File: src/rtl/wb_port_ctrl.sv
// wb_port_ctrl
//   Arbitrates the single register-file write port between the execute path
//   (ALU result or link PC+4) and the load path. The load path's data arrives a
//   variable number of cycles after issue. One load may be outstanding. Execute
//   writes to the load's destination register are held off so they cannot land
//   before the older load (WAW ordering).
//
// Ports
//   clk, rst        clock; synchronous active-high reset
//   exe_valid/exe_sel/exe_rd/exe_ready
//                   execute writeback request. Handshake: the request transfers
//                   in the cycle where exe_valid && exe_ready. exe_ready is
//                   combinational and does not look at exe_valid. The requester
//                   holds its request until it is accepted.
//   ld_issue/ld_rd  load issued this cycle and its destination register
//   ld_busy         a load is outstanding (FSM in LD_PEND); ld_issue ignored
//   mem_rsp_valid   load data valid this cycle
//   rf_we/rf_waddr/wb_sel
//                   registered register-file write controls
//                   (wb_sel: 0=ALU, 1=mem, 2/3=PC+4)
//   ld_timeout_err  one-cycle pulse when an outstanding load is abandoned
module wb_port_ctrl #(
  parameter int LD_TIMEOUT = 15,
  parameter int RA_W       = 5
) (
  input  logic            clk,
  input  logic            rst,
  input  logic            exe_valid,
  input  logic [1:0]      exe_sel,
  input  logic [RA_W-1:0] exe_rd,
  output logic            exe_ready,
  input  logic            ld_issue,
  input  logic [RA_W-1:0] ld_rd,
  output logic            ld_busy,
  input  logic            mem_rsp_valid,
  output logic            rf_we,
  output logic [RA_W-1:0] rf_waddr,
  output logic [1:0]      wb_sel,
  output logic            ld_timeout_err
);

  // The timer only has to reach LD_TIMEOUT-1.
  localparam int TW = (LD_TIMEOUT > 1) ? $clog2(LD_TIMEOUT) : 1;
  localparam logic [TW-1:0] TIMER_LAST = TW'(LD_TIMEOUT - 1);

  typedef enum logic [0:0] {
    IDLE    = 1'b0,
    LD_PEND = 1'b1
  } state_t;

  state_t          state_q, state_d;
  logic [RA_W-1:0] pend_rd_q, pend_rd_d;
  logic [TW-1:0]   timer_q, timer_d;
  logic            rsp_take;
  logic            timeout_hit;
  logic            exe_fire;

  // ld_busy is the FSM state made visible; it doubles as the state debug view.
  assign ld_busy = (state_q == LD_PEND);

  // The load response owns the port in its cycle. An execute write to the
  // pending load's register would overtake it, so it waits (rd 0 is never
  // written and therefore never conflicts).
  assign exe_ready = !rst
                     && !(ld_busy && mem_rsp_valid)
                     && !(ld_busy && (pend_rd_q != '0) && (exe_rd == pend_rd_q));

  assign exe_fire = exe_valid && exe_ready;

  always_comb begin
    state_d     = state_q;
    pend_rd_d   = pend_rd_q;
    timer_d     = timer_q;
    rsp_take    = 1'b0;
    timeout_hit = 1'b0;
    case (state_q)
      IDLE: begin
        if (ld_issue) begin
          pend_rd_d = ld_rd;
          timer_d   = '0;
          state_d   = LD_PEND;
        end
      end
      LD_PEND: begin
        if (mem_rsp_valid) begin
          rsp_take = 1'b1;
          state_d  = IDLE;
        end else if (timer_q == TIMER_LAST) begin
          timeout_hit = 1'b1;
          state_d     = IDLE;
        end else begin
          timer_d = timer_q + TW'(1);
        end
      end
      default: state_d = IDLE;
    endcase
  end

  always_ff @(posedge clk) begin
    if (rst) begin
      state_q        <= IDLE;
      pend_rd_q      <= '0;
      timer_q        <= '0;
      rf_we          <= 1'b0;
      rf_waddr       <= '0;
      wb_sel         <= 2'd0;
      ld_timeout_err <= 1'b0;
    end else begin
      state_q        <= state_d;
      pend_rd_q      <= pend_rd_d;
      timer_q        <= timer_d;
      ld_timeout_err <= timeout_hit;
      rf_we          <= 1'b0;
      // rsp_take and exe_fire are exclusive because exe_ready drops on a response.
      if (rsp_take) begin
        rf_we    <= (pend_rd_q != '0);
        rf_waddr <= pend_rd_q;
        wb_sel   <= 2'd1;
      end else if (exe_fire) begin
        rf_we    <= (exe_rd != '0);
        rf_waddr <= exe_rd;
        wb_sel   <= exe_sel;
      end
    end
  end

endmodule
File: config.mk
export PLATFORM = sky130hd
export DESIGN_NAME = wb_port_ctrl
export DESIGN_NICKNAME = d
export VERILOG_FILES = /design/src/rtl/wb_port_ctrl.sv
export SDC_FILE = /design/constraint.sdc
export NUM_CORES = 1
export LEC_CHECK = 0
export ABC_AREA = 1
export CAP_MARGIN = 20
export CORE_ASPECT_RATIO = 0.7
export CORE_MARGIN = 2
export CORE_UTILIZATION = 50
export DETAILED_ROUTE_END_ITERATION = 10
export PLACE_DENSITY = 0.84
export SETUP_SLACK_MARGIN = 0.15
export SYNTH_ARGS = -nofsm -noshare
export SYNTH_HDL_FRONTEND = slang
export SYNTH_SLANG_ARGS = --single-unit
File: constraint.sdc
create_clock -name clk -period 2.7 [get_ports clk]
set_input_delay 0.54 -clock clk [delete_from_list [all_inputs] [get_ports clk]]
set_output_delay 0.54 -clock clk [all_outputs]
set_load 0.02 [all_outputs]
Word level (Yosys, flattened, before mapping)

Index checks and enable logic that the tools add are counted.

Add/sub/neg operators: 1
Reduce and logical (&&, ||, !) cells: 16
Mux-type cells: 17
Bitwise operators: 1
Equality and inequality tests: 5

Operators with widths:

| cell                                         | number |
|---|---|
| 2-to-1 mux 4 bit                             | 3 |
| 2-to-1 mux 1 bit                             | 10 |
| 2-to-1 mux 5 bit                             | 2 |
| nonzero test 5 bit                           | 2 |
| case mux 4 bit (2 select lines)              | 1 |
| logical AND 1 bit                            | 6 |
| inequality test 2 bit, second input constant | 3 |
| == test 5 bit                                | 1 |
| adder 4 x 1 -> 4 bit, second input constant  | 1 |
| == test 4 bit, second input constant         | 1 |
| zero test 1 bit                              | 3 |
| AND reduction 3 bit                          | 1 |
| OR reduction 3 bit                           | 1 |
| case mux 1 bit (2 select lines)              | 1 |
| AND reduction 2 bit                          | 1 |
| nonzero test 2 bit                           | 1 |
| OR reduction 2 bit                           | 1 |
| inverter 1 bit                               | 1 |

Output and inout bits: 11
Bits of input ports: 17
Register bits: 19
Word-level logic and storage cells: 48

Longest topological paths before layout

Word-level depth: 8
Mapped depth: 11
Gate-level depth less buffers: 11

Worst setup path after synthesis

OpenSTA, ideal clock, no wires.

Path type: input -> output
From: input port exe_rd[3]
To: output port exe_ready
Buffers on the path: 0
Required time: 2.160 ns
Arrival time: 1.183 ns
Cell stages on the path: 7
Setup slack: 0.977 ns
Cells stage by stage: inv_1 nand2_1 nand2_1 inv_1 nand2_1 nor2_2 a21oi_1

Word-level cells in the longest chain between the ends: 4

RTL lines:

| what               | line | source |
|---|---|---|
| start: declaration | 30   | `input logic [RA_W-1:0] exe_rd,` |
| == test 5 bit      | 66   | `&& !(ld_busy && (pend_rd_q != '0) && (exe_rd == pend_rd_q));` |
| logical AND 1 bit  | 66   |  |
| zero test 1 bit    | 66   |  |
| logical AND 1 bit  | 66   |  |
| end: declaration   | 31   | `output logic exe_ready,` |

Every way passes these cells.

Final worst setup path

Same ends and word-level chain as after synthesis.

==> results.yml <==
place:
  globalplace.congestion: 0.784
  dp_hpwl_mm: 1.79
  pre_cts_slack_ns: -0.00000311
  io_buffers: 27
pwr:
  totalPowerFinal_uw: 604
  p_clk_share_pct: 24.0
  p_leak_nw: 0.561
  switchingPower_uw: 180
  switching_share_pct: 29.9
  pwr-share-comb_pct: 25.3
  seqPwrFrac_pct: 50.7
  p_int_uw: 424
  vdd_drop_max_v: 0.000384
  p_per_area_nw_per_um2: 453
yosys:
  yosysTopAreaCellShare_pct: 38.3
  async_reset_ff_share_pct: 0
  synth_compound_area_share_pct: 20.2
  synth_area_um2: 992
  synth_xor_area_share_pct: 0.883
  synth_edf_count: 0
  syn_area_per_cell_um2: 7.30
  synth_cell_types: 24
  yosysWarnings: 0
  ys_seq_area_share_pct: 38.3
  ys_seq_elements: 19
  synthAdderAreaFrac_pct: 2.52
  yosys.area_share.simple_pct: 29.5
  postSynth.topFlopCell: "dfxtp_1"
  synth_nets: 155
  yosysTopAreaCell: "dfxtp_1"
  muxShareOfSynthArea_pct: 0
  synth_top_family_by_area: "simple AND/OR/NAND/NOR gates"
  syn_inst: 136
  synth.top_cells.by_area: "dfxtp_1 38%, nand2_1 11%, a21oi_2 6.2%"
timing:
  slew_headroom_pct: 80.3
  rsz0062_at_grt: "false"
  layout_min_cycle_time_ns: 2.43
  tightest_slew_ns: 0.295
  setup_viol: 0
  period_share_pct: 89.9
  setup_ws_ns: 0.273
  hold_viol_final: 0
  clock_skew_ns: 0.00596
  setup_tns_ns: 0
  fmax_ghz: 0.412
  slew_viol_final: 0
  hold_slack_ns: 0.471
clock_tree:
  clkSinkCount: 19
  clockRootBuffer: "clkbuf_4"
  ctsResizeCount: 1
  post_cts_buffers: 0
  holdBufCountCts: 0
  cts_max_path_buffers: 2
  clk_latency_ns: 0.30
  h-tree-depth: 1
  cts_made_buffers: 3
  clk_pin_slew_ns: 0.11
  cts_tree: "done"
routing:
  routed_wl_mm: 2.23
  num_vias: 975
  wl_per_cell_um: 11.7
  drtAntennaViolNets: 0
  vias_per_cell: 5.13
  route.detailed.drc: 0
  first_pass_iters: 4
  drtIter0Drc: 33
grt:
  antenna_found_initial: 0
  grt_max_degree: 21
  overflow: 0
  grt_pass1_wl_mm: 3.62
  grt_pass1_vias: 833
  grt_use_total_pct: 20.9
worst_setup_path:
  slowest_stage: "clkdlybuf4s50_1"
  crit_path_start_kind: "input pin"
  cp_cell_sequence: "clkdlybuf4s50_1, inv_1, nand2_1, nand2_1, inv_1, nand2_1, nor2_2, a21oi_1, dlygate4sd2_1"
  crit_path_frequent_cell: "nand2_1"
  end_kind: "primary output"
  slowest_delay_ns: 0.52
  cp.required_ns: 2.16
  arrival_ns: 1.89
  rr_worst_depth: 8
  setup.worst_path.start: "exe_rd[3]"
  crit_type: "in2out"
  cp_max_fo: 3
  worstReg2RegStart: "timer_q[0]$_SDFFE_PP0P_"
floorplanning:
  rows: 13
  core_area_um2: 1870
  ioPinCount: 28
  die_w_um: 57.2
  die_h_um: 41.3
  die_area_um2: 2360
  start_util_pct: 53.0
job:
  drv_cap: 0
cells_and_area:
  final_core_util_pct: 71.4
  drive_above_1_share_pct: 21.4
  diodes: 0
  fin_nets: 188
  areaGrowthSynthToFinish_pct: 34.6
hold_path:
  hp-class: "reg2reg"
  min_from: "wb_sel[1]$_SDFFE_PP0P_"
  holdPathStages: 2
outcome:
  status: "finished clean"
metal layers:
metal | vias to the layer above | GRT usage (%) | wire length (um)
met5 | - | 0 | 0
met4 | 0 | 3.49 | 0
met3 | 0 | 6.62 | 115
met2 | 25 | 37.4 | 1090
met1 | 442 | 25.8 | 1020
li1 | 508 | - | -
placed cells by master (no fill, tap or decap):
master / synthesis / final
o211ai_1: 1 / 1
clkdlybuf4s50_1: 0 / 26
dlygate4sd2_1: 0 / 1
nand3_2: 1 / 1
nand2_1: 29 / 29
a211oi_1: 1 / 1
dfxtp_1: 19 / 19
nand3_4: 1 / 1
nand3_1: 11 / 11
a21oi_2: 7 / 7
nor4_1: 1 / 1
inv_2: 7 / 7
clkbuf_1: 1 / 1
a21oi_1: 12 / 12
o41ai_1: 1 / 1
nand2_2: 7 / 7
nor2_1: 4 / 4
or2_2: 1 / 1
nor2_2: 3 / 3
buf_4: 0 / 5
xnor2_1: 1 / 1
clkbuf_4: 0 / 3
o21ai_0: 11 / 11
inv_1: 11 / 11
ha_1: 2 / 2
nand2_4: 1 / 1
sequential cells by signal (all words and copies together) (netlist names):
register,count
ld_busy,1
ld_timeout_err,1
pend_rd_q,5
rf_waddr,5
rf_we,1
timer_q,4
wb_sel,2
path summary, 6_finish.rpt:
path / endpoint / slack, ns
max: exe_ready / 0.27
min: wb_sel[1]$_SDFFE_PP0P_ / 0.47
max reg2reg: timer_q[0]$_SDFFE_PP0P_ / 1.31
min reg2reg: wb_sel[1]$_SDFFE_PP0P_ / 0.47
cell usage after synthesis (2+ instances only):
cell      n
buf_2     2
a21oi_1  12
a21oi_2   7
o21ai_0  11
inv_2     7
nor2_2    3
inv_1    11
nand2_1  29
nand3_1  11
nand2_2   7
nor2_1    4
ha_1      2
dfxtp_1  19
stage by stage:
step	instance area (um2)	std cells
floorplan	992	136
global placement	1310	186
detailed placement	1310	186
CTS	1340	190
global route	1340	190
finish	1340	190
power groups by stage:
stage / combinational, mW / sequential [mW] / clock (mW)
floorplan: 0.0772 / 0.322 / 0
global placement: 0.150 / 0.312 / 0
global route: 0.169 / 0.309 / 0.162
CTS: 0.153 / 0.306 / 0.148
finish: 0.153 / 0.306 / 0.145
detailed placement: 0.153 / 0.313 / 0
cell type report:
type                    instances  area (um2)
flip-flops and latches         19         380
inverters                      18        67.6
repair buffers                 32         307
fillers                       166         536
multi-input cells              95         527
clock buffers                   4        26.3
well taps                      22        27.5
cell families after synthesis:
kind of cell               after synthesis
AOI/OAI and AO/OA                       33
xor gates and xnor gates                 1
adders and majority gates                2
buffers and inverters                   22
DFF                                     19
and+or+nand+nor                         59
critical path, delay by kind of cell:
family,cells,cell delay (ns)
AOI/OAI and AO/OA,1,0.10
buffers and inverters,4,0.97
and+or+nand+nor,4,0.28
Power figures use the tool's default switching activity.
